===== src/rtl/mtr_drv_if.sv =====
// ----------------------------------------------------------------------------
// mtr_drv_if
//   Bundles the motor driver's command inputs and gate-drive outputs.
//
//   Signals
//     duty            11  requested high-side duty, 0..2047 out of 2048
//     selGrn/Ylw/Blu   2  phase drive: 00 HIGHZ, 01 REVERSE, 10 FORWARD, 11 REGEN
//     high*/low*       1  FET gate enables per phase
//     PWM_synch        1  one-clk strobe at the PWM period boundary
//
//   Modports
//     master  command source (drives duty/sel, observes gates and strobe)
//     slave   the driver itself (mtr_drv)
// ----------------------------------------------------------------------------
interface mtr_drv_if;
    logic [10:0] duty;
    logic [1:0]  selGrn;
    logic [1:0]  selYlw;
    logic [1:0]  selBlu;
    logic        highGrn;
    logic        lowGrn;
    logic        highYlw;
    logic        lowYlw;
    logic        highBlu;
    logic        lowBlu;
    logic        PWM_synch;

    modport master (
        output duty, selGrn, selYlw, selBlu,
        input  highGrn, lowGrn, highYlw, lowYlw, highBlu, lowBlu, PWM_synch
    );

    modport slave (
        input  duty, selGrn, selYlw, selBlu,
        output highGrn, lowGrn, highYlw, lowYlw, highBlu, lowBlu, PWM_synch
    );
endinterface


===== src/rtl/mtr_drv.sv =====
// ----------------------------------------------------------------------------
// mtr_drv
//   Three-phase motor gate driver. An 11-bit free-running counter defines a
//   2048-clk PWM period; the duty request is sampled once per period. Each
//   phase maps its drive select plus the PWM level to a desired (high,low)
//   gate pair, and a per-phase dead-time FSM guarantees both gates are off
//   for DEAD_TIME clks around every pair change. Pulses shorter than the
//   dead time never reach the gates.
//
//   Parameters
//     DEAD_TIME   non-overlap clks per pair change, legal 2..63
//
//   Ports
//     clk         system clock, rising edge
//     rst_n       asynchronous active-low reset
//     bus         mtr_drv_if.slave: duty, sel*, high*/low*, PWM_synch
//
//   Configuration
//     MTR_DRV_DUTY_CLAMP_EN  when defined, duty is clamped to 11'h7C0 so the
//                            low side gets at least 64 clks/period of
//                            desired on-time for bootstrap refresh.
// ----------------------------------------------------------------------------

// Per-phase dead-time controller.
//   clk, rst_n  clock / async active-low reset
//   sel         phase drive select
//   pwm         registered PWM level shared by all phases
//   high, low   registered gate enables for this phase
module mtr_drv_phase #(
    parameter int DEAD_TIME = 32
) (
    input  logic       clk,
    input  logic       rst_n,
    input  logic [1:0] sel,
    input  logic       pwm,
    output logic       high,
    output logic       low
);
    localparam logic [0:0] ST_DRIVE = 1'b0;
    localparam logic [0:0] ST_DEAD  = 1'b1;
    localparam logic [5:0] DEAD_LAST = 6'(DEAD_TIME - 1);

    logic [0:0] state;
    logic [1:0] des;      // desired {high,low} this clk
    logic [1:0] applied;  // pair currently allowed on the gates
    logic [1:0] pend;     // pair waiting out its dead interval
    logic [5:0] dcnt;

    always_comb begin
        des = 2'b00;
        case (sel)
            2'b01:   des = {~pwm, pwm};   // REVERSE
            2'b10:   des = {pwm, ~pwm};   // FORWARD
            2'b11:   des = {1'b0, pwm};   // REGEN
            default: des = 2'b00;         // HIGHZ
        endcase
    end

    always_ff @(posedge clk or negedge rst_n) begin
        if (!rst_n) begin
            state   <= ST_DRIVE;
            applied <= 2'b00;
            pend    <= 2'b00;
            dcnt    <= 6'd0;
            high    <= 1'b0;
            low     <= 1'b0;
        end else begin
            case (state)
                ST_DRIVE: begin
                    if (des != applied) begin
                        state <= ST_DEAD;
                        pend  <= des;
                        dcnt  <= 6'd0;
                        high  <= 1'b0;
                        low   <= 1'b0;
                    end else begin
                        high  <= des[1];
                        low   <= des[0];
                    end
                end
                default: begin
                    high <= 1'b0;
                    low  <= 1'b0;
                    if (des != pend) begin
                        // Any change restarts the full dead interval, which is
                        // what suppresses pulses shorter than DEAD_TIME.
                        pend <= des;
                        dcnt <= 6'd0;
                    end else if (dcnt == DEAD_LAST) begin
                        state   <= ST_DRIVE;
                        applied <= pend;
                        high    <= pend[1];
                        low     <= pend[0];
                    end else begin
                        dcnt <= dcnt + 6'd1;
                    end
                end
            endcase
        end
    end
endmodule

module mtr_drv #(
    parameter int DEAD_TIME = 32
) (
    input  logic     clk,
    input  logic     rst_n,
    mtr_drv_if.slave bus
);
    logic [10:0] cnt;
    logic [10:0] duty_q;
    logic [10:0] duty_eff;
    logic        pwm;
    logic        synch;
    logic [2:0]  high;
    logic [2:0]  low;
    logic [2:0][1:0] sel;

`ifdef MTR_DRV_DUTY_CLAMP_EN
    assign duty_eff = (bus.duty > 11'h7C0) ? 11'h7C0 : bus.duty;
`else
    assign duty_eff = bus.duty;
`endif

    always_ff @(posedge clk or negedge rst_n) begin
        if (!rst_n) begin
            cnt    <= 11'd0;
            duty_q <= 11'd0;
            pwm    <= 1'b0;
            synch  <= 1'b0;
        end else begin
            cnt   <= cnt + 11'd1;
            // Registered strobe: high during the clk where cnt==7FF.
            synch <= (cnt == 11'h7FE);
            pwm   <= (cnt < duty_q);
            // Duty only takes effect on a period boundary.
            if (cnt == 11'h7FF)
                duty_q <= duty_eff;
        end
    end

    assign sel = {bus.selBlu, bus.selYlw, bus.selGrn};

    for (genvar p = 0; p < 3; p++) begin : g_phase
        mtr_drv_phase #(.DEAD_TIME(DEAD_TIME)) u_phase (
            .clk   (clk),
            .rst_n (rst_n),
            .sel   (sel[p]),
            .pwm   (pwm),
            .high  (high[p]),
            .low   (low[p])
        );
    end

    assign bus.highGrn   = high[0];
    assign bus.lowGrn    = low[0];
    assign bus.highYlw   = high[1];
    assign bus.lowYlw    = low[1];
    assign bus.highBlu   = high[2];
    assign bus.lowBlu    = low[2];
    assign bus.PWM_synch = synch;
endmodule


===== src/flat_wrapper.sv =====
// flat-port wrapper written by rule: the top's interface ports become plain ports
module mtr_drv_flat 
#(
    parameter int DEAD_TIME = 32
)
  (clk, rst_n, bus_duty, bus_selGrn, bus_selYlw, bus_selBlu, bus_highGrn, bus_lowGrn, bus_highYlw, bus_lowYlw, bus_highBlu, bus_lowBlu, bus_PWM_synch);
  mtr_drv_if bus_i ();
  input  logic clk;
  input  logic rst_n;
  input wire logic [$bits(bus_i.duty)-1:0] bus_duty;
  input wire logic [$bits(bus_i.selGrn)-1:0] bus_selGrn;
  input wire logic [$bits(bus_i.selYlw)-1:0] bus_selYlw;
  input wire logic [$bits(bus_i.selBlu)-1:0] bus_selBlu;
  output wire logic [$bits(bus_i.highGrn)-1:0] bus_highGrn;
  output wire logic [$bits(bus_i.lowGrn)-1:0] bus_lowGrn;
  output wire logic [$bits(bus_i.highYlw)-1:0] bus_highYlw;
  output wire logic [$bits(bus_i.lowYlw)-1:0] bus_lowYlw;
  output wire logic [$bits(bus_i.highBlu)-1:0] bus_highBlu;
  output wire logic [$bits(bus_i.lowBlu)-1:0] bus_lowBlu;
  output wire logic [$bits(bus_i.PWM_synch)-1:0] bus_PWM_synch;
  assign bus_i.duty = bus_duty;
  assign bus_i.selGrn = bus_selGrn;
  assign bus_i.selYlw = bus_selYlw;
  assign bus_i.selBlu = bus_selBlu;
  assign bus_highGrn = bus_i.highGrn;
  assign bus_lowGrn = bus_i.lowGrn;
  assign bus_highYlw = bus_i.highYlw;
  assign bus_lowYlw = bus_i.lowYlw;
  assign bus_highBlu = bus_i.highBlu;
  assign bus_lowBlu = bus_i.lowBlu;
  assign bus_PWM_synch = bus_i.PWM_synch;
  mtr_drv #(.DEAD_TIME(DEAD_TIME)) u_core (.clk(clk), .rst_n(rst_n), .bus(bus_i));
endmodule

===== config.mk =====
export PLATFORM = sky130hd
export DESIGN_NAME = mtr_drv_flat
export DESIGN_NICKNAME = d
export VERILOG_FILES = /design/src/rtl/mtr_drv_if.sv /design/src/rtl/mtr_drv.sv /design/src/flat_wrapper.sv
export SDC_FILE = /design/constraint.sdc
export NUM_CORES = 1
export LEC_CHECK = 0
export ABC_AREA = 0
export BUFFER_PORTS_ARGS = -buffer_cell sky130_fd_sc_hd__buf_2
export CAP_MARGIN = 20
export CORE_MARGIN = 2
export CORE_UTILIZATION = 54
export DETAILED_ROUTE_END_ITERATION = 8
export PLACE_DENSITY = 0.76
export REMOVE_ABC_BUFFERS = 1
export SYNTH_ARGS = -nofsm -noshare
export SYNTH_HDL_FRONTEND = slang
export SYNTH_SLANG_ARGS = --single-unit

===== constraint.sdc =====
create_clock -name clk -period 1.8 [get_ports clk]
set_input_delay 0.36 -clock clk [delete_from_list [all_inputs] [get_ports clk]]
set_output_delay 0.36 -clock clk [all_outputs]
set_load 0.1 [all_outputs]

==> impl_metrics.env, run 1 <==
export IMPL_pre_cts_slack_ns=-0.302
export IMPL_layout_nets=441
export IMPL_drt_initial_drc_count=136
export IMPL_cp_cell_sequence="or3b_4 -> a211oi_4 -> a31oi_4 -> o41a_1 -> mux2_4"
export IMPL_clock_skew_ns=0.00443
export IMPL_synthSimpleGateAreaFrac_pct=18.4
export IMPL_cp_slowest_cell="dfrtp_2"
export IMPL_floorplan_initialDensity_pct=55.0
export IMPL_place_congestion=0.819
export IMPL_clk_insertion_delay_late_ns=0.34
export IMPL_path_class="register to register"
export IMPL_cts_root_buf="clkbuf_8"
export IMPL_avgSynthCellArea_um2=10.4
export IMPL_first_global_vias=2788
export IMPL_violations="negative setup slack"
export IMPL_ys_top_cells_by_area="dfrtp_1 46%, ha_1 5.4%, mux2_2 5.2%"
export IMPL_leakage_uw=0.00211
export IMPL_slew_violations=0
export IMPL_cts_sinks=63
export IMPL_cpLargestDelayFamily="compound AO/OA/AOI/OAI gates"
export IMPL_antenna_left=0
export IMPL_startpoint_type="register"
export IMPL_die_h_um=83.9
export IMPL_post_drt_wl_per_cell_um=15.1
export IMPL_arrival_ns=2.29
export IMPL_routed_wl_mm=7.36
export IMPL_synth_warnings=0
export IMPL_power_per_cell_area_nw_per_um2=683
export IMPL_max_slew_margin_rel_pct=67.6
export IMPL_drc=0
export IMPL_max_vdd_ir_drop_mv=0.466
export IMPL_port_buffers=25
export IMPL_grt_start_max_net_pins=48
export IMPL_grt_antenna_before_repair=0
export IMPL_synth_adder_area_share_pct=5.44
export IMPL_synth_seq_cells=63
export IMPL_cpPeakStageDelay_ns=0.44
export IMPL_die_w_um=83.9
export IMPL_cts_tree="yes"
export IMPL_yosys_area_top_type="dfrtp_1"
export IMPL_cp_max_fo=7
export IMPL_synth_edf_count=0
export IMPL_endpoint_kind="register"
export IMPL_hold_class="primary input to register"
export IMPL_multi_input_area_um2=1910
export IMPL_ios=26
export IMPL_status="finished, violations left"
export IMPL_synth_compound_area_share_pct=13.8
export IMPL_grt_use_total_pct=21.8
export IMPL_synth_area_um2=3450
export IMPL_worstMarginPinSlew_ns=0.490
export IMPL_rsz0062_at_grt="true"
export IMPL_grt_pass1_wl_mm=12.2
export IMPL_via_count=2778
export IMPL_clk_path_buf_depth=2
export IMPL_die_area_um2=7050
export IMPL_synth_xor_area_share_pct=3.81
export IMPL_synth_seq_area_share_pct=45.7
export IMPL_core_area_um2=6280
export IMPL_htree_levels=3
export IMPL_yosys_area_top_type_share_pct=45.7
export IMPL_diodes=0
export IMPL_setup_slack_ns=-0.267
export IMPL_period_share_pct=115
export IMPL_fin_total_pwr_uw=3000
export IMPL_hpwl_mm=4.75
export IMPL_drive_gt1_share_pct=33.7
export IMPL_area_delta_synth_final_pct=27.1
export IMPL_overflow=0
export IMPL_synth_main_ff_cell="dfrtp_1"
export IMPL_synth_top_family_by_area="simple AND/OR/NAND/NOR gates"
export IMPL_async_reset_ff_share_pct=100
export IMPL_ys_types=65
export IMPL_required_ns=2.03
export IMPL_numCtsBuffers=9
export IMPL_finalHoldViolCount=0
export IMPL_synthMuxAreaShare_pct=8.77
export IMPL_cp_num_buf_inv=0
export IMPL_finalSetupViolations=23
export IMPL_viasPerCell=5.70
export IMPL_max_freq_ghz=0.484
export IMPL_cap_violations=0
export IMPL_synthCells=331
export IMPL_fp_row_count=29
export IMPL_seq_area_um2=1580
export IMPL_final_min_clock_period_ns=2.07
export IMPL_clk_pin_slew_ns=0.07
export IMPL_fillers=452
export IMPL_dr_pass1_iters=4
area by class of cell:
cell class	instances	share of cell area [%]
well taps	77	2.20
repair buffers	73	11.8
multi-input cells	234	43.6
inverters	26	2.23
flip-flops and latches	63	36.0
clock buffers	14	4.17
Yosys cell counts, types with 4 or more instances:
cell type	n
inv_1	26
nor3b_1	9
nand2b_1	6
nand3_1	10
xor2_1	8
nor2_1	18
buf_2	5
nand2_1	32
nor4_1	4
dfrtp_1	63
o21ai_0	13
mux2_2	16
mux2i_1	7
xnor2_1	7
ha_1	15
and3_1	4
nor2b_1	5
a21o_1	4
a21oi_1	13
power by group:
| part | switching (µW) | internal [µW] | leakage [µW] |
|---|---|---|---|
| Sequential | 38.5 | 1460 | 0.000789 |
| Combinational | 175 | 179 | 0.00123 |
| Clock | 510 | 636 | 0.0000946 |
kinds of logic (layout without fill, tap and decap cells):
kind of cell	Yosys count	count (layout)
xor gates and xnor gates	15	15
and+or+nand+nor	114	114
buffers and inverters	34	113
AOI/OAI and AO/OA	64	64
adders and majority gates	15	15
DFF	63	63
muxes	26	26
final timing paths:
path | slack [ns] | end | depth (start not counted) | from
hold / removal | 0.25 | u_core.duty_q[10]$_DFFE_PN0N_ | 2 | bus_duty[10]
min in group asynchronous | 0.50 | u_core.duty_q[10]$_DFFE_PN0N_ | 2 | rst_n
max in group asynchronous | 0.71 | u_core.g_phase[1].u_phase.dcnt[4]$_DFFE_PN0P_ | 3 | rst_n
setup / recovery | -0.27 | u_core.g_phase[0].u_phase.dcnt[1]$_DFFE_PN0P_ | 5 | u_core.pwm$_DFF_PN0_
setup reg to reg | -0.27 | u_core.g_phase[0].u_phase.dcnt[1]$_DFFE_PN0P_ | 5 | u_core.pwm$_DFF_PN0_
hold reg to reg | 0.51 | u_core.duty_q[7]$_DFFE_PN0N_ | 1 | u_core.duty_q[7]$_DFFE_PN0N_
flip-flops by register name, summed over array words and instances (netlist names), 3 cells and up:
register,cells
u_core.g_phase.u_phase.dcnt,18
u_core.cnt,11
u_core.duty_q,11
u_core.g_phase.u_phase.applied,6
u_core.g_phase.u_phase.pend,6
u_core.g_phase.u_phase.high,3
u_core.g_phase.u_phase.low,3
u_core.g_phase.u_phase.state,3
timing repair:
action,4_1_cts,5_1_grt
setup buffers,8,6
setup endpoints to repair,20,36
resized for setup,17,27
pin swaps,9,13
gates cloned,0,0
hold endpoints to repair,16,0
hold buffers,1,0
layout by cell type, fill, tap and decap left out, types with 3 or more instances in the layout:
cell type  instances
a21o_1             4
a21oi_1            9
a21oi_2            3
and3_1             4
buf_2             25
buf_4             41
buf_6              5
clkbuf_8          13
dfrtp_1           62
ha_1              15
inv_1             26
mux2_2            14
mux2_4             4
mux2i_1            7
nand2_1           30
nand2b_1           6
nand3_1            9
nor2_1            14
nor2_2             3
nor2b_1            5
nor3b_1            6
nor4_1             3
o21ai_0           10
o21ai_1            3
xnor2_1            7
xor2_1             8
through the flow:
| step | hold WS (ns) | instance area (µm²) | utilization (%) | setup TNS [ns] | instances |
|---|---|---|---|---|---|
| 2_1_floorplan | 0.0644 | 3410 | - | -4.46 | 323 |
| 3_3_place_gp | 0.307 | 3890 | 62.0 | -2.63 | 459 |
| 3_5_place_dp | 0.317 | 3890 | 62.0 | -3.94 | 459 |
| 4_1_cts | 0.236 | 4230 | 67.4 | -2.12 | 482 |
| 5_1_grt | 0.241 | 4390 | 69.9 | -5.08 | 487 |
| 6_report | 0.246 | 4390 | 69.9 | -2.86 | 487 |
metal layers:
| metal | vias to the layer above | wire (µm) | global-route usage, % |
|---|---|---|---|
| met4 | 0 | 221 | 11.3 |
| met5 | - | 0 | 0 |
| met3 | 23 | 243 | 3.76 |
| li1 | 1334 | - | - |
| met1 | 1366 | 3270 | 26.6 |
| met2 | 55 | 3620 | 36.9 |
Note: power is estimated with default switching activity, not from simulation.
==> run 2, diff against run 1 <==
--- a/config.mk
+++ b/config.mk
@@ -5,7 +5,7 @@
 export SDC_FILE = /design/constraint.sdc
 export NUM_CORES = 1
 export LEC_CHECK = 0
-export ABC_AREA = 0
+export ABC_AREA = 1
 export BUFFER_PORTS_ARGS = -buffer_cell sky130_fd_sc_hd__buf_2
 export CAP_MARGIN = 20
 export CORE_MARGIN = 2
==> run 2 against run 1 <==
Effect of this change:
- the flow now finishes without violations
- core utilization decreased by 7.1 points
- combinational power is 26% lower
- critical path depth grew 4
- worst setup slack improved by 0.46 ns
- non-clock buffer count decreased by 44
- sequential cell count unchanged
- worst hold slack worse by 0.24 ns
- area after synthesis down 0.44%
- final area is 11% lower
- total power is 1.9% higher
==> impl_metrics.env, run 2 <==
export IMPL_worstMarginPinSlew_ns=0.590
export IMPL_grt_use_total_pct=20.1
export IMPL_clk_path_buf_depth=2
export IMPL_clk_insertion_delay_late_ns=0.35
export IMPL_ios=26
export IMPL_finalSetupViolations=0
export IMPL_routed_wl_mm=6.43
export IMPL_mostFrequentLayoutCells="113 x nand2_1, 63 x inv_1, 63 x dfrtp_1, 36 x nand3_1, 28 x nor2_1"
export IMPL_synth_seq_cells=63
export IMPL_die_area_um2=7020
export IMPL_final_cells=549
export IMPL_diodes=0
export IMPL_numCtsBuffers=9
export IMPL_synth_main_ff_cell="dfrtp_1"
export IMPL_largest_register_ffs=18
export IMPL_port_buffers=25
export IMPL_finalHoldViolCount=0
export IMPL_yosys_top_cells_count="113 x nand2_1, 63 x dfrtp_1, 63 x inv_1"
export IMPL_ys_types=30
export IMPL_hold_class="primary input to asynchronous set/reset pin"
export IMPL_cts_sinks=63
export IMPL_cpPeakStageDelay_ns=0.39
export IMPL_grt_pass1_wl_mm=11.4
export IMPL_synth_area_um2=3440
export IMPL_hpwl_mm=4.67
export IMPL_overflow=0
export IMPL_path_class="register to register"
export IMPL_cts_root_buf="clkbuf_8"
export IMPL_avgSynthCellArea_um2=8.01
export IMPL_synth_edf_count=0
export IMPL_endpoint_kind="register"
export IMPL_layout_nets=501
export IMPL_slew_violations=0
export IMPL_synth_warnings=0
export IMPL_cts_tree="yes"
export IMPL_cts_hold_buffers=0
export IMPL_finalInstanceArea_um2=3920
export IMPL_max_slew_margin_rel_pct=60.7
export IMPL_required_ns=2.08
export IMPL_layout_commonest_cell="nand2_1"
export IMPL_fp_row_count=29
export IMPL_synth_most_common_cell="nand2_1"
export IMPL_floorplan_initialDensity_pct=55.1
export IMPL_cp_num_buf_inv=0
export IMPL_synth_seq_area_share_pct=45.9
export IMPL_async_reset_ff_share_pct=100
export IMPL_dp_cells=532
export IMPL_cp_slowest_cell="dfrtp_1"
export IMPL_place_congestion=0.868
export IMPL_max_vdd_ir_drop_mv=0.477
export IMPL_grt_start_max_net_pins=24
export IMPL_drc=0
export IMPL_max_freq_ghz=0.621
export IMPL_antenna_left=0
export IMPL_cp_cell_sequence="ha_1 -> nand2_1 -> nor2_1 -> nand2_1 -> nor2_2 -> nand4_4 -> nand2_2 -> nand2_1 -> nand2_1"
export IMPL_period_share_pct=89.5
export IMPL_first_global_vias=2656
export IMPL_synthCells=429
export IMPL_clock_skew_ns=0.0119
export IMPL_viasPerCell=5.09
export IMPL_crit_top_cell="nand2_1"
export IMPL_grt_antenna_before_repair=0
export IMPL_power_per_cell_area_nw_per_um2=779
export IMPL_dr_pass1_iters=4
export IMPL_status="completed"
export IMPL_drt_initial_drc_count=181
export IMPL_place_area_um2=3700
export IMPL_arrival_ns=1.89
export IMPL_cap_violations=0
export IMPL_cpLargestDelayFamily="simple AND/OR/NAND/NOR gates"
export IMPL_yosys_area_top_type_share_pct=45.9
export IMPL_die_w_um=83.8
export IMPL_startpoint_type="register"
export IMPL_area_delta_synth_final_pct=14.1
export IMPL_drive_gt1_share_pct=16.9
export IMPL_yosys_area_top_type="dfrtp_1"
export IMPL_largest_registers="u_core.g_phase.u_phase.dcnt (18), u_core.cnt (11), u_core.duty_q (11)"
export IMPL_top_register="u_core.g_phase.u_phase.dcnt"
export IMPL_die_h_um=83.8
export IMPL_clk_pin_slew_ns=0.07
export IMPL_ys_top_cells_by_area="dfrtp_1 46%, nand2_1 12%, inv_1 6.9%"
export IMPL_via_count=2792
export IMPL_leakage_uw=0.00223
export IMPL_htree_levels=3
export IMPL_cp_max_fo=7
export IMPL_post_drt_wl_per_cell_um=11.7
export IMPL_core_area_um2=6240
export IMPL_final_min_clock_period_ns=1.61
[run 2: cell type report]
class                           instances  area, µm²
Clock buffer                           13        169
Sequential cell                        63       1580
Clock inverter                          3       40.0
Fill cell                             539       2320
Multi-Input combinational cell        297       1610
Inverter                               67        251
Tap cell                               77       96.3
Timing Repair Buffer                   29        180
[run 2: metal layers]
metal	vias to the layer above	wire, µm	global-route usage, %
li1	1450	-	-
met1	1289	3070	26.6
met2	44	2970	31.9
met3	9	272	4.75
met4	0	115	8.36
met5	-	0	0
[run 2: cell families (layout without fill, tap and decap cells)]
logic type / Yosys count / in the layout / synth area share, %
adders and majority gates: 15 / 15 / 5.46
and+or+nand+nor: 231 / 231 / 32.0
xor gates and xnor gates: 12 / 12 / 3.28
DFF: 63 / 63 / 45.9
AOI/OAI and AO/OA: 39 / 39 / 5.79
buffers and inverters: 69 / 112 / 7.57
[run 2: repair_timing]
item                       4_1_cts  5_1_grt
setup buffers                    0        1
setup endpoints to repair        0       10
gates resized for setup          0        2
[run 2: final timing paths]
kind / from / end / slack (ns) / depth (start not counted)
hold reg to reg: u_core.duty_q[10]$_DFFE_PN0N_ / u_core.duty_q[10]$_DFFE_PN0N_ / 0.48 / 2
min in group clk: bus_duty[3] / u_core.duty_q[3]$_DFFE_PN0N_ / 0.25 / 3
setup reg to reg: u_core.g_phase[2].u_phase.dcnt[0]$_DFFE_PN0P_ / u_core.g_phase[2].u_phase.dcnt[3]$_DFFE_PN0P_ / 0.19 / 9
max in group asynchronous: rst_n / u_core.duty_q[9]$_DFFE_PN0N_ / 1.25 / 2
setup / recovery: u_core.g_phase[2].u_phase.dcnt[0]$_DFFE_PN0P_ / u_core.g_phase[2].u_phase.dcnt[3]$_DFFE_PN0P_ / 0.19 / 9
hold / removal: rst_n / u_core.g_phase[2].u_phase.high$_DFF_PN0_ / 0.009 / 1
[run 2: stage by stage]
stage                     util [%]  power (µW)  hold WS (ns)  TNS [ns]  setup WS, ns
final                         62.8        3050       0.00941         0         0.189
after global routing          62.8        3200        0.0445  -0.00427      -0.00427
after CTS                     62.6        3090        0.0202         0         0.102
after detailed placement      59.2        1780         0.407         0         0.121
after global placement        59.2        1770         0.399         0         0.216
after floorplan                  -        1680        0.0644         0        0.0816
[run 2: power by group]
part           internal [µW]  switching (µW)
registers               1450            39.8
logic                   97.1             165
clock network            749             549
total                   2300             753
